$ cat src/rtl/result_frame_tx_pkg.sv
// Shared definitions for the result-frame transmitter: frame geometry,
// sync constants, FSM state encoding and the checksum fold helper.
package result_frame_tx_pkg;

    localparam int         NUM_SCORES_DEF = 10;
    localparam int         SCORE_BYTES    = 40;
    localparam int         FRAME_LEN      = 44;
    localparam logic [7:0] SYNC0_DEF      = 8'hA5;
    localparam logic [7:0] SYNC1_DEF      = 8'h5A;

    typedef enum logic [3:0] {
        ST_IDLE  = 4'd0,
        ST_REQ   = 4'd1,
        ST_LOAD  = 4'd2,
        ST_FETCH = 4'd3,
        ST_LATCH = 4'd4,
        ST_SEND  = 4'd5,
        ST_GUARD = 4'd6,
        ST_WAIT  = 4'd7,
        ST_DONE  = 4'd8
    } state_t;

    // Running XOR checksum over payload bytes.
    function automatic logic [7:0] csum_fold(input logic [7:0] acc, input logic [7:0] b);
        return acc ^ b;
    endfunction

endpackage

$ cat src/rtl/result_frame_tx_if.sv
// Shared TX path (request/grant, byte, strobe, busy) plus the scores_ram
// read port used by the result-frame transmitter.
interface result_frame_tx_if;
    logic       tx_req;
    logic       tx_gnt;
    logic [7:0] tx_data;
    logic       tx_send;
    logic       tx_busy;
    logic [5:0] scores_addr;
    logic [7:0] scores_data;

    modport master (
        output tx_req, tx_data, tx_send, scores_addr,
        input  tx_gnt, tx_busy, scores_data
    );

    modport slave (
        input  tx_req, tx_data, tx_send, scores_addr,
        output tx_gnt, tx_busy, scores_data
    );
endinterface

$ cat src/rtl/result_frame_tx.sv
// Streams SYNC0, SYNC1, digit, all score bytes and an XOR checksum out
// through the shared uart_tx whenever an inference completes.
module result_frame_tx
    import result_frame_tx_pkg::*;
#(
    parameter logic [7:0] SYNC0      = SYNC0_DEF,
    parameter logic [7:0] SYNC1      = SYNC1_DEF,
    parameter int         NUM_SCORES = NUM_SCORES_DEF
) (
    input  logic                   clk,
    input  logic                   rst,
    input  logic                   enable,
    input  logic                   start,
    input  logic [3:0]             predicted_digit,
    result_frame_tx_if.master      tx,
    output logic                   busy,
    output logic                   overrun,
    output logic [7:0]             frame_count
);

    // Index of the checksum byte, i.e. the last byte of the frame.
    localparam int         LAST_IDX = 4 * NUM_SCORES + 3;
    localparam logic [5:0] LAST     = LAST_IDX[5:0];

    state_t     state;
    logic [5:0] idx;
    logic [3:0] digit;
    logic [7:0] csum;

    // Frame sequencer: byte-source mux, RAM fetch, UART handshake and status.
    always_ff @(posedge clk) begin
        if (rst) begin
            state          <= ST_IDLE;
            idx            <= 6'd0;
            digit          <= 4'h0;
            csum           <= 8'h00;
            tx.tx_req      <= 1'b0;
            tx.tx_data     <= 8'h00;
            tx.tx_send     <= 1'b0;
            tx.scores_addr <= 6'd0;
            busy           <= 1'b0;
            overrun        <= 1'b0;
            frame_count    <= 8'd0;
        end else begin
            tx.tx_send <= 1'b0;
            // A start that arrives while a frame is running is lost; flag it.
            if (start && busy) begin
                overrun <= 1'b1;
            end else begin
                overrun <= overrun;
            end
            case (state)
                ST_IDLE: begin
                    if (start && enable) begin
                        digit     <= predicted_digit;
                        csum      <= 8'h00;
                        idx       <= 6'd0;
                        tx.tx_req <= 1'b1;
                        busy      <= 1'b1;
                        state     <= ST_REQ;
                    end else begin
                        state <= ST_IDLE;
                    end
                end
                ST_REQ: begin
                    if (tx.tx_gnt) begin
                        state <= ST_LOAD;
                    end else begin
                        state <= ST_REQ;
                    end
                end
                ST_LOAD: begin
                    // Without the grant, park here between bytes.
                    if (tx.tx_gnt) begin
                        case (idx)
                            6'd0: begin
                                tx.tx_data <= SYNC0;
                                state      <= ST_SEND;
                            end
                            6'd1: begin
                                tx.tx_data <= SYNC1;
                                state      <= ST_SEND;
                            end
                            6'd2: begin
                                tx.tx_data <= {4'h0, digit};
                                csum       <= csum_fold(csum, {4'h0, digit});
                                state      <= ST_SEND;
                            end
                            LAST: begin
                                tx.tx_data <= csum;
                                state      <= ST_SEND;
                            end
                            default: begin
                                tx.scores_addr <= idx - 6'd3;
                                state          <= ST_FETCH;
                            end
                        endcase
                    end else begin
                        state <= ST_LOAD;
                    end
                end
                ST_FETCH: begin
                    state <= ST_LATCH;
                end
                ST_LATCH: begin
                    tx.tx_data <= tx.scores_data;
                    csum       <= csum_fold(csum, tx.scores_data);
                    state      <= ST_SEND;
                end
                ST_SEND: begin
                    if (!tx.tx_busy && tx.tx_gnt) begin
                        tx.tx_send <= 1'b1;
                        state      <= ST_GUARD;
                    end else begin
                        state <= ST_SEND;
                    end
                end
                ST_GUARD: begin
                    // uart_tx raises busy one cycle after the strobe.
                    state <= ST_WAIT;
                end
                ST_WAIT: begin
                    if (!tx.tx_busy) begin
                        if (idx == LAST) begin
                            state <= ST_DONE;
                        end else begin
                            idx   <= idx + 6'd1;
                            state <= ST_LOAD;
                        end
                    end else begin
                        state <= ST_WAIT;
                    end
                end
                ST_DONE: begin
                    tx.tx_req   <= 1'b0;
                    busy        <= 1'b0;
                    frame_count <= frame_count + 8'd1;
                    state       <= ST_IDLE;
                end
                default: begin
                    tx.tx_req <= 1'b0;
                    busy      <= 1'b0;
                    state     <= ST_IDLE;
                end
            endcase
        end
    end

endmodule

$ cat src/flat_wrapper.sv
// flat-port wrapper written by rule: the top's interface ports become plain ports
module result_frame_tx_flat import result_frame_tx_pkg::*;
#(
    parameter logic [7:0] SYNC0      = SYNC0_DEF,
    parameter logic [7:0] SYNC1      = SYNC1_DEF,
    parameter int         NUM_SCORES = NUM_SCORES_DEF
)
  (clk, rst, enable, start, predicted_digit, busy, overrun, frame_count, tx_tx_req, tx_tx_data, tx_tx_send, tx_scores_addr, tx_tx_gnt, tx_tx_busy, tx_scores_data);
  result_frame_tx_if tx_i ();
  input  logic clk;
  input  logic rst;
  input  logic enable;
  input  logic start;
  input  logic [3:0] predicted_digit;
  output logic busy;
  output logic overrun;
  output logic [7:0] frame_count;
  output wire logic [$bits(tx_i.tx_req)-1:0] tx_tx_req;
  output wire logic [$bits(tx_i.tx_data)-1:0] tx_tx_data;
  output wire logic [$bits(tx_i.tx_send)-1:0] tx_tx_send;
  output wire logic [$bits(tx_i.scores_addr)-1:0] tx_scores_addr;
  input wire logic [$bits(tx_i.tx_gnt)-1:0] tx_tx_gnt;
  input wire logic [$bits(tx_i.tx_busy)-1:0] tx_tx_busy;
  input wire logic [$bits(tx_i.scores_data)-1:0] tx_scores_data;
  assign tx_tx_req = tx_i.tx_req;
  assign tx_tx_data = tx_i.tx_data;
  assign tx_tx_send = tx_i.tx_send;
  assign tx_scores_addr = tx_i.scores_addr;
  assign tx_i.tx_gnt = tx_tx_gnt;
  assign tx_i.tx_busy = tx_tx_busy;
  assign tx_i.scores_data = tx_scores_data;
  result_frame_tx #(.SYNC0(SYNC0), .SYNC1(SYNC1), .NUM_SCORES(NUM_SCORES)) u_core (.clk(clk), .rst(rst), .enable(enable), .start(start), .predicted_digit(predicted_digit), .tx(tx_i), .busy(busy), .overrun(overrun), .frame_count(frame_count));
endmodule
$ cat config.mk
export PLATFORM = sky130hd
export DESIGN_NAME = result_frame_tx_flat
export DESIGN_NICKNAME = d
export VERILOG_FILES = /design/src/rtl/result_frame_tx_pkg.sv /design/src/rtl/result_frame_tx_if.sv /design/src/rtl/result_frame_tx.sv /design/src/flat_wrapper.sv
export SDC_FILE = /design/constraint.sdc
export NUM_CORES = 1
export LEC_CHECK = 0
export CAP_MARGIN = 10
export CORE_AREA = 2 2 77 94
export CTS_CLUSTER_SIZE = 28
export DETAILED_ROUTE_END_ITERATION = 7
export DIE_AREA = 0 0 79 96
export HOLD_SLACK_MARGIN = 0.12
export PLACE_DENSITY_LB_ADDON = 0.3
export SYNTH_ARGS = -nofsm -noshare
export SYNTH_HDL_FRONTEND = slang
export SYNTH_SLANG_ARGS = --single-unit
$ cat constraint.sdc
create_clock -name clk -period 1.85 [get_ports clk]
set_input_delay 0.185 -clock clk [delete_from_list [all_inputs] [get_ports clk]]
set_output_delay 0.185 -clock clk [all_outputs]
set_load 0.02 [all_outputs]
Word level (Yosys, flattened, before mapping) --
Cells that the tools add are included.
Storage, ports and cells: register bits after elaboration 47, bits in latches 0, bits in writable memories 0, memory bits (read-only) 0, memories kept 0
Cells by class: add/sub/neg operators 3, $mul 0, div/mod/pow operators 0, $lt $le $gt $ge 0, eq/ne operators 17, shift-type cells 0, multiplexer cells 22, bitwise logic cells 5, reductions and logical operators 18
Operators with widths (number):
- two-way mux 8 bit | 4
- case mux 4 bit (8 select lines) | 1
- case mux 8 bit (4 select lines) | 1
- case mux 8 bit (3 select lines) | 1
- two-way mux 6 bit | 3
- == test 4 x 3 -> 1 bit (second input constant) | 4
- case mux 8 bit (2 select lines) | 1
- case mux 6 bit (2 select lines) | 1
- adder 8 x 1 -> 8 bit (second input constant) | 1
- == test 4 x 2 -> 1 bit (second input constant) | 2
- two-way mux 4 bit | 2
- inequality test 2 bit (second input constant) | 4
- AND reduction 4 bit | 2
- XOR 8 x 4 -> 8 bit | 1
- XOR 8 bit | 1
- OR reduction 7 bit | 1
- adder 6 x 1 -> 6 bit (second input constant) | 1
- == test 6 x 1 -> 1 bit (second input constant) | 1
- == test 6 x 2 -> 1 bit (second input constant) | 1
- == test 6 bit (second input constant) | 1
- logical NOT 6 bit | 1
- two-way mux 3 bit | 2
- AND reduction 3 bit | 2
- subtractor 6 x 2 -> 6 bit (second input constant) | 1
- other kinds (16) | 25

Logic depth before layout (Yosys ltp) --
Gate-level depths: netlist of the first run.
depth after elaboration 5, depth in mapped cells 7, gate-level depth less buffers 6

Worst setup path before layout of the first run --
OpenSTA, ideal clock, no wires.
path kind register -> register, start point register u_core.idx[0], end point register u_core.tx.scores_addr[0], setup time 91 ps, arrival 1837 ps, required time 1759 ps, path slack -78 ps, cell stages (with the launch flop) 8, buffers on the path 1, cells stage by stage dfxtp_1 > inv_1 > ha_1 > or2_2 > clkbuf_1 > a211oi_4 > a21oi_1 > a311oi_1
Between the ends: longest elaborated chain between the ends 4
RTL lines:
- start, declared | RTL line result_frame_tx.sv:26 | logic [5:0] idx;
- start signal, assigned | RTL line result_frame_tx.sv:127 | idx <= idx + 6'd1;
- == test 6 x 1 -> 1 bit, or another cell as far along | RTL line result_frame_tx.sv:75 | case (idx)
- OR reduction 4 bit (no source line)
- inverter 1 bit (no source line)
- AND reduction 3 bit (no source line)
- end signal, assigned | RTL line result_frame_tx.sv:94 | tx.scores_addr <= idx - 6'd3;
- end, declared | RTL line result_frame_tx_if.sv:13 | output tx_req, tx_data, tx_send, scores_addr,
Parallel ways exist; a longest one is shown, timed or not. A chain may end at the register's enable or synchronous reset.

Final worst setup path of the first run --
start point register u_core.state[0], end point register u_core.tx.tx_data[7]
Between the ends: longest elaborated chain between the ends 3
RTL lines:
- start, declared | RTL line result_frame_tx.sv:25 | state_t state;
- start signal, assigned | RTL line result_frame_tx.sv:33 | state <= ST_IDLE;
- start signal, assigned | RTL line result_frame_tx.sv:60 | state <= ST_REQ;
- start signal, assigned | RTL line result_frame_tx.sv:62 | state <= ST_IDLE;
- == test 4 x 2 -> 1 bit / == test 4 x 3 -> 1 bit (equally long branches) | RTL line result_frame_tx.sv:52 | case (state)
- inequality test 5 x 4 -> 1 bit (no source line), or another cell as far along
- AND reduction 3 bit (no source line)
- end signal, assigned | RTL line result_frame_tx.sv:85 | tx.tx_data <= {4'h0, digit};
- end signal, assigned | RTL line result_frame_tx.sv:90 | tx.tx_data <= csum;
- end signal, assigned | RTL line result_frame_tx.sv:106 | tx.tx_data <= tx.scores_data;
- end, declared | RTL line result_frame_tx_if.sv:13
Parallel ways exist; a longest one is shown, timed or not.

==> run summary, run 1 <==
Die Ht -> 96 um
Netlist cell types -> 62
DR vias -> 2604
I/O pin total -> 44
Crit-path leading delay family -> simple AND/OR/NAND/NOR gates
Leading cell type in the layout, fill and taps excluded -> dfxtp_1
Routed length per instance -> 15.5 um
Worst hold path class -> input port to register
Initial antenna violation count -> 0
Hold Path Sink -> u_core.digit[2]$_SDFFE_PP0P_
Hold path startpoint -> predicted_digit[2]
Cts bufs inserted -> 5
Total of max-cap violations -> 0
Routed wire length -> 7240 um
CP Data Required Time -> 2060 ps
Worst Path Buf+Inv -> 2
Final Hold Viols -> 0
R2r startpoint -> u_core.state[0]$_SDFF_PP0_
CTS H-tree lvls -> 2
Type of origin of the critical path -> register
Clock Path Buffers -> 2
Reg clk slew, reported paths -> 90 ps
Largest net degree at the start of global routing -> 35
Hold_buf cts -> 0
P per Cell Area -> 642 nW/um^2
TritonCTS Sinks -> 47
R2R depth -> 6
Routed Antenna Nets -> 0
Slowest stage delay, CP -> 570 ps
Final core occ -> 0.535
Core area -> 6690 um^2
Peak supply drop -> 0.000381 V
Routability cong. -> 0.882
Drt pass-1 iters -> 4
Final std cells w/o fill -> 468
Unrepaired setup endpoints after global routing -> yes
Worst reg2reg path endpoint -> u_core.tx.tx_data[7]$_SDFFE_PP0P_
Die width -> 79 um
CTS tree -> done
Drt drc -> 0
Syn avg cell area -> 8.35 um^2
Sequential fraction of the synthesis area -> 0.363
Leakage -> 1.30 nW
Global-route total usage across every layer -> 0.197
Worst path slowest cell -> or4b_4
Syn. warnings -> 0
Setup Crit Path Kind -> register to register
Reg-to-reg setup timing slack -> 70 ps
CTS root buffer -> clkbuf_8
Slew HR -> 0.635
HPWL Detailed -> 5290 um
Overflow left after global routing -> 0
Total Negative Setup Slacks -> 0 ps
Layout Skew -> 9.31 ps
Cell mode on critical path -> buf_4
Max Slew Vio Count -> 0
Tcrit/Tclk final -> 0.965
Core Rows -> 33
Port Buffer Count -> 43
Die ar. -> 7580 um^2
Minimum clock period -> 1780 ps
Mapped Area -> 2590 um^2
Filler cell count -> 650
Vias in the first global route -> 2556
Antenna cell count -> 0
Seq cells post-synth -> 47
Fraction of registers with async set/reset -> 0
Fmax -> 560 MHz
Worst path cell trace -> or4b_4 > buf_4 > o21ai_4 > buf_4 > a21oi_1 > a311oi_1
Status -> finished clean
Cells after DPL -> 455
Critical Path End Type -> register
Hold Path Stages -> 3
Crit path DAT -> 1990 ps
Most frequent cells in the layout -> dfxtp_1 (44), clkdlybuf4s50_1 (43), buf_4 (40)
Post-synth EDFFs -> 0
Ratio of cells with drive above 1 in the final layout -> 0.220
Worst skew pair latency -> 310 ps
Final setup viols -> 0
Syn_nets -> 333
Initial Util -> 0.387
Vias per cell -> 5.56
First-pass GRT wire length -> 11800 um
Cells after synthesis -> 310
Ys flop type -> dfxtp_1
Final Net Count -> 403
CP max FO -> 10
Least-Margin Pin Slew -> 547 ps
Initial DRC Count -> 115
Area grow syn2layout -> 38.1%
==> what timing repair did <==
action | in CTS | in global routing
resized for setup | 2 | 25
endpoints found under the setup margin | 7 | 18
pin swaps | 2 | 9
cloned | 0 | 1
setup buffers | 1 | 3
==> tightest hold or removal path, cell delays in order <==
cell and delay (ps):
clkdlybuf4s50_1 400, nand2_1 50, a21oi_1 50
==> how the worst max path moves through the flow <==
stage                                           from                                     to  slack [ps]  depth (start not counted)
final                     u_core.state[0]$_SDFF_PP0_      u_core.tx.tx_data[7]$_SDFFE_PP0P_          70                          6
after global routing      u_core.idx[0]$_SDFFE_PP0P_            u_core.csum[0]$_SDFFE_PP0P_         -20                          6
after CTS                 u_core.idx[0]$_SDFFE_PP0P_      u_core.tx.tx_data[2]$_SDFFE_PP0P_          30                          7
after detailed placement                   tx_tx_gnt            u_core.csum[3]$_SDFFE_PP0P_        -250                          5
after global placement                     tx_tx_gnt      u_core.tx.tx_data[5]$_SDFFE_PP0P_        -180                          6
after floorplan           u_core.idx[1]$_SDFFE_PP0P_  u_core.tx.scores_addr[0]$_SDFFE_PP0P_           4                          7
==> through the flow <==
step / hold WS, ps / cell area [um^2] / setup WS (ps) / power (mW)
after detailed placement: 461 / 3310 / -246 / 1.48
after CTS: 420 / 3440 / 25.9 / 2.27
after floorplan: 264 / 2600 / 3.52 / 1.31
after global routing: 440 / 3580 / -23.9 / 2.39
final: 416 / 3580 / 65.3 / 2.30
after global placement: 451 / 3310 / -177 / 1.47
==> cells in the mapped netlist (all sizes together) (3+ instances only) <==
cell	instances	area [um^2]
dfxtp	47	941
a21oi	29	145
nand2	28	105
nor2	21	78.8
clkbuf	17	63.8
o21ai	16	95.1
inv	13	48.8
nand3	10	50.1
xor2	10	87.6
nor3	7	40.0
a311oi	6	52.6
buf	6	47.5
o2111ai	6	52.6
o22ai	6	37.5
ha	5	62.6
nand4	5	31.3
xnor2	5	43.8
a211oi	4	42.5
a221oi	4	35.0
a22o	4	35.0
nor4	4	31.3
o32ai	4	35.0
and2	3	18.8
and3	3	18.8
nand2b	3	18.8
nand4b	3	26.3
or2	3	18.8
or4	3	22.5
==> sequential cells by signal, indices dropped and copies added (netlist names) <==
name and count:
u_core.tx.scores_addr 6, u_core.idx 6, u_core.csum 8, u_core.state 4, u_core.frame_count 8, u_core.tx.tx_req 1
u_core.tx.tx_data 8, u_core.digit 4, u_core.tx.tx_send 1, u_core.overrun 1
==> cell type report <==
cell class	count	area [um^2]	area share
tap	87	109	0.0304
clock inverter	2	35.0	0.00979
multi-input combinational	227	1590	0.445
sequential	47	945	0.264
clock buffer	6	82.6	0.0231
inverter	13	48.8	0.0136
timing repair buffer	86	764	0.214
==> cell families (layout without fill, tap and decap cells) <==
kind of cell             count (synthesis)  in the layout  share of synthesized area
AO/OA/AOI/OAI                           99             99                      0.267
XOR/XNOR                                15             15                     0.0507
adder cells (fa/ha/maj)                  5              5                     0.0242
buffers and inverters                   36            107                     0.0618
flip-flops                              47             47                      0.363
multiplexers                             2              2                    0.00773
AND/OR/NAND/NOR                        106            106                      0.225
==> metal layers <==
layer  vias up  part of all wire  global-route usage
li1       1293                 -                   -
met5         -                 0                   0
met2        62              0.50               0.352
met3        18             0.041              0.0366
met1      1231              0.42               0.225
met4         0             0.035              0.0963
==> report_power, final <==
| part | internal, mW | switching, mW |
|---|---|---|
| clock | 0.438 | 0.361 |
| combinational | 0.203 | 0.227 |
| sequential | 1.04 | 0.0269 |
No activity file was read; power rests on OpenSTA's default activity.
==> run 2, diff against run 1 <==
--- a/config.mk
+++ b/config.mk
@@ -10,6 +10,7 @@
 export CTS_CLUSTER_SIZE = 28
 export DETAILED_ROUTE_END_ITERATION = 7
 export DIE_AREA = 0 0 79 96
+export GPL_ROUTABILITY_DRIVEN = 0
 export HOLD_SLACK_MARGIN = 0.12
 export PLACE_DENSITY_LB_ADDON = 0.3
 export SYNTH_ARGS = -nofsm -noshare
==> results of run 2 <==
Same layout as run 1: the final DEF is identical, and so are final timing and power.
==> run 3, diff against run 2 <==
--- a/config.mk
+++ b/config.mk
@@ -5,6 +5,7 @@
 export SDC_FILE = /design/constraint.sdc
 export NUM_CORES = 1
 export LEC_CHECK = 0
+export ABC_AREA = 0
 export CAP_MARGIN = 10
 export CORE_AREA = 2 2 77 94
 export CTS_CLUSTER_SIZE = 28
==> results of run 3 <==
Same layout as run 1: the final DEF is identical, and so are final timing and power.
